`config.mk`:
```
export PLATFORM = sky130hd
export DESIGN_NAME = alu_scheduler
export DESIGN_NICKNAME = d
export VERILOG_FILES = /design/src/rtl/alu_sched_pkg.sv /design/src/rtl/rr_arbiter.sv /design/src/rtl/alu_scheduler.sv
export SDC_FILE = /design/constraint.sdc
export NUM_CORES = 1
export LEC_CHECK = 0
export CAP_MARGIN = 20
export CORE_ASPECT_RATIO = 1.75
export CORE_MARGIN = 3
export CORE_UTILIZATION = 41
export CTS_BUF_LIST = sky130_fd_sc_hd__clkbuf_16
export DETAILED_ROUTE_END_ITERATION = 12
export GPL_ROUTABILITY_DRIVEN = 0
export PLACE_DENSITY = 0.78
export SKIP_CTS_REPAIR_TIMING = 1
export SKIP_LAST_GASP = 1
export SYNTH_ARGS = -nofsm -noshare
export SYNTH_HDL_FRONTEND = slang
export SYNTH_SLANG_ARGS = --single-unit
```
`constraint.sdc`:
```
create_clock -name clk -period 2.1 [get_ports clk]
set_input_delay 0.42 -clock clk [delete_from_list [all_inputs] [get_ports clk]]
set_output_delay 0.42 -clock clk [all_outputs]
set_load 0.01 [all_outputs]
```
`src/rtl/alu_sched_pkg.sv`:
```
// alu_sched_pkg: shared types and constants for the ALU scheduler.
// FSM state encoding, ALU opcode values, and the round-robin pointer step.
package alu_sched_pkg;

  typedef enum logic [1:0] {
    IDLE  = 2'd0,
    ISSUE = 2'd1,
    RESP  = 2'd2
  } sched_state_t;

  localparam logic [2:0] OP_ADD = 3'b000;
  localparam logic [2:0] OP_SUB = 3'b001;
  localparam logic [2:0] OP_NOT = 3'b010;
  localparam logic [2:0] OP_AND = 3'b011;
  localparam logic [2:0] OP_OR  = 3'b100;
  localparam logic [2:0] OP_XOR = 3'b101;
  localparam logic [2:0] OP_LT  = 3'b110;
  localparam logic [2:0] OP_EQ  = 3'b111;

  // Index following a granted requester, wrapping at n.
  function automatic int ptr_inc(input int idx, input int n);
    return (idx >= n - 1) ? 0 : idx + 1;
  endfunction

endpackage

```
`src/rtl/rr_arbiter.sv`:
```
// rr_arbiter: combinational requester pick with one-hot and binary grant.
// Default: search upward from ptr with wrap. With ALU_SCHED_FIXED_PRIO_EN
// defined the pointer is ignored and the lowest requesting index wins.
module rr_arbiter #(
  parameter  int N_REQ = 2,
  localparam int IW    = (N_REQ > 1) ? $clog2(N_REQ) : 1
) (
  input  logic [N_REQ-1:0] req,
  input  logic [IW-1:0]    ptr,
  output logic [N_REQ-1:0] gnt,
  output logic [IW-1:0]    gnt_idx,
  output logic             gnt_vld
);

  logic [IW-1:0] idx;

`ifdef ALU_SCHED_FIXED_PRIO_EN
  logic unused_ptr;
  assign unused_ptr = ^ptr;
`endif

  // Walk candidates from lowest to highest priority so the last hit wins.
  always_comb begin
    gnt     = '0;
    gnt_idx = '0;
    gnt_vld = 1'b0;
    idx     = '0;
    for (int k = N_REQ - 1; k >= 0; k--) begin
`ifdef ALU_SCHED_FIXED_PRIO_EN
      idx = IW'(k);
`else
      idx = IW'((int'(ptr) + k) % N_REQ);
`endif
      if (req[idx]) begin
        gnt      = '0;
        gnt[idx] = 1'b1;
        gnt_idx  = idx;
        gnt_vld  = 1'b1;
      end
    end
  end

endmodule

```
`src/rtl/alu_scheduler.sv`:
```
// alu_scheduler: shares one external combinational ALU among N_REQ
// requesters. IDLE grants one request and latches its operands, ISSUE
// captures the ALU result, RESP holds a tagged response until accepted.
// Build option: ALU_SCHED_FIXED_PRIO_EN selects fixed priority in rr_arbiter.
module alu_scheduler
  import alu_sched_pkg::*;
#(
  parameter  int N_REQ = 2,
  parameter  int W     = 4,
  parameter  int OPW   = 3,
  localparam int IW    = (N_REQ > 1) ? $clog2(N_REQ) : 1
) (
  input  logic                 clk,
  input  logic                 rst,
  input  logic [N_REQ-1:0]     req_valid,
  output logic [N_REQ-1:0]     req_ready,
  input  logic [N_REQ*W-1:0]   req_a,
  input  logic [N_REQ*W-1:0]   req_b,
  input  logic [N_REQ*OPW-1:0] req_op,
  output logic [W-1:0]         alu_a,
  output logic [W-1:0]         alu_b,
  output logic [OPW-1:0]       alu_op,
  input  logic [W-1:0]         alu_result,
  output logic                 rsp_valid,
  input  logic                 rsp_ready,
  output logic [IW-1:0]        rsp_id,
  output logic [W-1:0]         rsp_result,
  output logic [15:0]          ops_done
);

  logic [N_REQ-1:0][W-1:0]   a_arr, b_arr;
  logic [N_REQ-1:0][OPW-1:0] op_arr;

  assign a_arr  = req_a;
  assign b_arr  = req_b;
  assign op_arr = req_op;

  sched_state_t   state_q, state_d;
  logic [IW-1:0]  rr_ptr_q, rr_ptr_d;
  logic [W-1:0]   alu_a_q, alu_a_d;
  logic [W-1:0]   alu_b_q, alu_b_d;
  logic [OPW-1:0] alu_op_q, alu_op_d;
  logic [IW-1:0]  rsp_id_q, rsp_id_d;
  logic [W-1:0]   rsp_result_q, rsp_result_d;
  logic           rsp_valid_q, rsp_valid_d;
  logic [15:0]    ops_done_q, ops_done_d;

  logic [N_REQ-1:0] gnt;
  logic [IW-1:0]    gnt_idx;
  logic             gnt_vld;

  rr_arbiter #(.N_REQ(N_REQ)) u_arb (
    .req     (req_valid),
    .ptr     (rr_ptr_q),
    .gnt     (gnt),
    .gnt_idx (gnt_idx),
    .gnt_vld (gnt_vld)
  );

  // Grant is only offered while idle and out of reset, so ready implies accept.
  assign req_ready = (state_q == IDLE && !rst) ? gnt : '0;

  // Next-state and datapath updates; everything holds unless the FSM advances.
  always_comb begin
    state_d      = state_q;
    rr_ptr_d     = rr_ptr_q;
    alu_a_d      = alu_a_q;
    alu_b_d      = alu_b_q;
    alu_op_d     = alu_op_q;
    rsp_id_d     = rsp_id_q;
    rsp_result_d = rsp_result_q;
    rsp_valid_d  = rsp_valid_q;
    ops_done_d   = ops_done_q;
    case (state_q)
      IDLE: begin
        if (gnt_vld) begin
          alu_a_d  = a_arr[gnt_idx];
          alu_b_d  = b_arr[gnt_idx];
          alu_op_d = op_arr[gnt_idx];
          rsp_id_d = gnt_idx;
          rr_ptr_d = IW'(ptr_inc(int'(gnt_idx), N_REQ));
          state_d  = ISSUE;
        end
      end
      ISSUE: begin
        rsp_result_d = alu_result;
        rsp_valid_d  = 1'b1;
        state_d      = RESP;
      end
      RESP: begin
        if (rsp_ready) begin
          rsp_valid_d = 1'b0;
          ops_done_d  = ops_done_q + 16'd1;
          state_d     = IDLE;
        end
      end
      default: begin
        rsp_valid_d = 1'b0;
        state_d     = IDLE;
      end
    endcase
  end

  // State register; reset drops any in-flight operation without a response.
  always_ff @(posedge clk) begin
    if (rst) begin
      state_q      <= IDLE;
      rr_ptr_q     <= '0;
      alu_a_q      <= '0;
      alu_b_q      <= '0;
      alu_op_q     <= '0;
      rsp_id_q     <= '0;
      rsp_result_q <= '0;
      rsp_valid_q  <= 1'b0;
      ops_done_q   <= '0;
    end else begin
      state_q      <= state_d;
      rr_ptr_q     <= rr_ptr_d;
      alu_a_q      <= alu_a_d;
      alu_b_q      <= alu_b_d;
      alu_op_q     <= alu_op_d;
      rsp_id_q     <= rsp_id_d;
      rsp_result_q <= rsp_result_d;
      rsp_valid_q  <= rsp_valid_d;
      ops_done_q   <= ops_done_d;
    end
  end

  assign alu_a      = alu_a_q;
  assign alu_b      = alu_b_q;
  assign alu_op     = alu_op_q;
  assign rsp_id     = rsp_id_q;
  assign rsp_result = rsp_result_q;
  assign rsp_valid  = rsp_valid_q;
  assign ops_done   = ops_done_q;

endmodule

```
Word level (Yosys, flattened, before mapping)
Cells that the tools add are included.
Operators by class
  multiplexer cells: 27
  add/subtract/negate cells: 3
  order comparisons: 6
  reduce and logical (&&, ||, !) cells: 9
  bitwise gates (word level): 1
  equal/unequal tests: 4
Operators by type and width (count)
  $add 16x1->16 const B: 1
  $mux 4: 4
  $mux 1: 12
  $mux 2: 5
  $reduce_and 2->1: 4
  $lt 1x2->1 const B: 3
  $mux 3: 2
  $pmux 2 s3: 1
  $ne 2x2->1 const B: 2
  $ge 1x1->1 const B: 3
  $logic_and 1x1->1: 3
  $pmux 1 s3: 1
  $add 1x1->1 const B: 2
  $demux 1 s1: 2
  $eq 2x1->1 const B: 1
  $eq 2x2->1 const B: 1
  $logic_not 2->1: 1
  $logic_not 1->1: 1
  $not 1->1: 1
Word-level totals
  bits in registers: 36
  output and inout port bits: 35

Longest topological paths before layout
  depth after elaboration: 8
  mapped depth: 6
  mapped depth without buffers: 5

Hierarchy
From an unflattened synthesis, not the netlist that was laid out.
Unflattened totals
  cell total of the unflattened synthesis: 172
  area, all modules: 1607.8 sq um
Modules (own cells, without submodules)
  alu_scheduler: sequential area each 720.7 sq um, times used 1, area an instance 1575.3 sq um, cells each 167
  rr_arbiter: sequential area each 0.0 sq um, times used 1, area an instance 32.5 sq um, cells each 5

Least setup slack after synthesis
Ideal clock, no wire load.
  kind: register to register
  from: reg ops_done_q[0] (netlist: ops_done[0])
  to: reg ops_done_q[12] (netlist: ops_done[12])
  cell stages (with the launch flop): 7
  path buffers: 1
  period minus slack after synthesis: 1.660 ns
  slack: 0.440 ns
  data arrival time: 1.589 ns
  setup time: 0.070 ns
  cell sequence: dfxtp_1 -> ha_1 -> nand3_1 -> or2_1 -> clkbuf_2 -> or4_1 -> a21oi_1
On the way
  longest elaborated chain between the ends: 1
Ends and longest elaborated chain
  start: declaration: RTL line alu_scheduler.sv:46  | logic [15:0] ops_done_q, ops_done_d;
  start signal: assignment: RTL line alu_scheduler.sv:125  | ops_done_q <= ops_done_d;
  $add 16x1->16: RTL line alu_scheduler.sv:93  | ops_done_d = ops_done_q + 16'd1;
Every way passes these cells.
A chain may end at the register's enable or synchronous reset.

Worst setup path after layout
  from: in req_valid[0]
  to: out req_ready[1]
On the way
  longest elaborated chain between the ends: 5
  elaborated cells between the ends (all ways): 7
  classes of those cells: 7 x mux
Ends and longest elaborated chain
  start: declaration: RTL line alu_scheduler.sv:15  | input logic [N_REQ-1:0] req_valid,
  $mux 1 (not written as such) (2 in series): RTL line rr_arbiter.sv:34  | if (req[idx]) begin
  $mux 2: RTL line rr_arbiter.sv:34
  $mux 2 *: RTL line rr_arbiter.sv:34
  $mux 2 *: RTL line alu_scheduler.sv:61  | assign req_ready = (state_q == IDLE && !rst) ? gnt : '0;
  end: declaration: RTL line alu_scheduler.sv:16  | output logic [N_REQ-1:0] req_ready,
Every way passes the cells marked *; elsewhere a longest branch is shown, timed or not. The select of a mux whose other input is x is not followed.

==> impl_metrics.json <==
{
  "finalPower_w": 0.00183,
  "slew_headroom_pct": 66.1,
  "mappedNetlistArea_sq_um": 1500,
  "yosys.cell_types.count": 31,
  "final_core_util_pct": 69.2,
  "grt_antenna_before_repair": 0,
  "power_per_unit_of_standard_cell_area_nw_per_um2": 761,
  "final.setup_skew_ps": 2.88,
  "tightestPinTransition_ps": 508,
  "run_status": "complete, no violations",
  "worst_setup_path_startpoint": "req_valid[0]",
  "router_iterations_before_antenna_repair": 4,
  "hold_violations": 0,
  "dr.max_layer_used": "met4",
  "max_clock_freq_ghz": 0.534,
  "die_area_sq_um": 4460,
  "setup_viol_count_final": 0,
  "ys.warnings.count": 0,
  "synth.net_count": 194,
  "cp.arrival_ps": 1450,
  "ctsHtreeMaxLevel": 2,
  "drc": 0,
  "timing.final.crit_period_ps": 1870,
  "ys.flop_type": "sky130_fd_sc_hd__dfxtp_1",
  "path_class": "primary input to primary output",
  "grt_pass1_wl_mm": 6.38,
  "via_count": 1498,
  "total_of_flip_flops_plus_latches_after_synthesis": 36,
  "regToRegStartpoint": "ops_done[0]$_SDFFE_PP0P_",
  "hold_class": "flip-flop to flip-flop",
  "yosysTopAreaCell": "sky130_fd_sc_hd__dfxtp_1",
  "first_iter_violations": 51,
  "synth-seq-area-share_pct": 48.0,
  "cts_inserted_buffers": 5,
  "netlist.area_leader.share_pct": 48.0,
  "timing.final.max_slew_violations": 0,
  "routed_met2_length_mm": 1.99,
  "area_growth_syn_to_layout_pct": 59.7,
  "antenna_left": 0,
  "initial_core_util_pct": 43.3,
  "avgViaCountPerCell": 5.35,
  "routedLengthMet1_mm": 1.47,
  "gr-usage-all-layers_pct": 18.8,
  "cts_tree": "built",
  "async_reset_ff_share_pct": 0,
  "worst_skew_pair.late_latency_ps": 280,
  "setup.worst_path.start_class": "primary input",
  "synth_cells": 162,
  "nNetsFinal": 266,
  "grt_max_degree": 37,
  "cts_num_sinks": 36,
  "grt_setup_unrepaired": "false",
  "worst_reg_to_reg_setup_slack_ps": 420,
  "gr-total-overflow": 0,
  "rows": 28,
  "io-pin-count": 66,
  "drive_gt1_share_pct": 8.51,
  "die_y_um": 86.1,
  "synth_most_common_cell": "sky130_fd_sc_hd__dfxtp_1",
  "fillCellCount": 268,
  "detailedPlacementHpwl_mm": 2.78,
  "worst_hold_check_slack_ps": 482,
  "antennaDiodeCount": 0,
  "met3RoutedLength_um": 222,
  "vdd_ir_drop_max_v": 0.000662,
  "max_cap_violations": 0,
  "cellLeakagePower_nw": 0.920,
  "crit_required_ps": 1680,
  "clock_tree.buffer_depth": 2,
  "port_buffers": 65,
  "average_cell_area_after_synthesis_sq_um": 9.28,
  "postLayoutCellArea_sq_um": 2400,
  "worst_setup_path_end_kind": "primary output",
  "die_x_um": 51.8,
  "ys_top_cells_by_area": "sky130_fd_sc_hd__dfxtp_1, sky130_fd_sc_hd__nor2_1, sky130_fd_sc_hd__a222oi_1",
  "layout_worst_path_cycle_share_pct": 89.2,
  "crit_fanout": 3,
  "vias_in_the_first_global_route": 1473,
  "yosys-top-cells-count": "sky130_fd_sc_hd__dfxtp_1, sky130_fd_sc_hd__nor2_1, sky130_fd_sc_hd__a21oi_1, sky130_fd_sc_hd__a222oi_1",
  "place_area_sq_um": 2230,
  "clock-root-buffer": "sky130_fd_sc_hd__clkbuf_16",
  "cts.reportedPaths.clkPinSlew_ps": 50,
  "wl_per_cell_um": 13.5,
  "finalWirelength_mm": 3.78,
  "hp-start": "ops_done[15]$_SDFFE_PP0P_",
  "core_region_sq_um": 3470,
  "number_of_enable_type_register_cells_in_the_synthesized_netlist": 0
}
power breakdown:
part	total, W	internal (W)	switching [W]	leakage, nW
clock	0.000817	0.000551	0.000266	0.0789
combinational	0.000269	0.000160	0.000109	0.548
sequential	0.000740	0.000719	0.0000212	0.293
sequential cells by signal (all words and copies together) (netlist names):
name        count
alu_a           4
alu_b           4
alu_op          3
ops_done       16
rr_ptr_q        1
rsp_id          1
rsp_result      4
rsp_valid       1
state_q         2
worst max-delay path: stages:
cell and delay, ps:
sky130_fd_sc_hd__clkdlybuf4s50_1 490, sky130_fd_sc_hd__nand2b_1 60, sky130_fd_sc_hd__and3_1 180, sky130_fd_sc_hd__nor2b_1 130
sky130_fd_sc_hd__dlymetal6s2s_1 170
final cells by class:
cell class	instances	area, sq um	area share [%]
clock inverters	3	37.5	1.56
repair buffers	74	723	30.1
inverters	3	11.3	0.469
flip-flops and latches	36	721	30.0
clock buffers	5	125	5.21
well taps	45	56.3	2.35
multi-input cells	114	726	30.2
cell usage in the layout (no fill, tap or decap), types with 3 or more instances in the layout:
cell,n
sky130_fd_sc_hd__a21oi_1,11
sky130_fd_sc_hd__a222oi_1,11
sky130_fd_sc_hd__buf_4,9
sky130_fd_sc_hd__clkbuf_16,5
sky130_fd_sc_hd__clkdlybuf4s50_1,63
sky130_fd_sc_hd__dfxtp_1,36
sky130_fd_sc_hd__inv_1,3
sky130_fd_sc_hd__mux2i_1,4
sky130_fd_sc_hd__nand2_1,5
sky130_fd_sc_hd__nand3_1,7
sky130_fd_sc_hd__nor2_1,30
sky130_fd_sc_hd__nor2b_1,5
sky130_fd_sc_hd__nor3_1,5
sky130_fd_sc_hd__o21ai_0,4
sky130_fd_sc_hd__o31ai_1,4
sky130_fd_sc_hd__or4_1,4
sky130_fd_sc_hd__xnor2_1,6
per-layer routing:
metal | up-vias | global-route usage (%)
met3 | 9 | 5.91
met5 | - | 0
met1 | 708 | 20.2
met2 | 48 | 32.3
li1 | 733 | -
met4 | 0 | 9.07
stage by stage:
step                      instances  setup TNS (ps)  worst slack (ps)
final                           280               0               227
after global routing            280               0               145
after CTS                       280            -219              -124
after detailed placement        272            -205              -117
after global placement          272            -180             -96.5
after floorplan                 162               0               440
kinds of logic (layout without fill, tap and decap cells):
family	Yosys count	after routing	share of synthesized area, %
AND/OR/NAND/NOR	71	71	25.8
flip-flops	36	36	48.0
AO/OA/AOI/OAI	30	30	14.3
buffers and inverters	12	85	3.75
XOR/XNOR	8	8	4.66
multiplexers	4	4	2.66
adder cells (fa/ha/maj)	1	1	0.833
worst paths after layout:
kind                               end  cells past startpoint
max reg2reg  ops_done[14]$_SDFFE_PP0P_                      5
max                       req_ready[1]                      5
min          ops_done[15]$_SDFFE_PP0P_                      2
min reg2reg  ops_done[15]$_SDFFE_PP0P_                      2
Power figures use the tool's default switching activity.
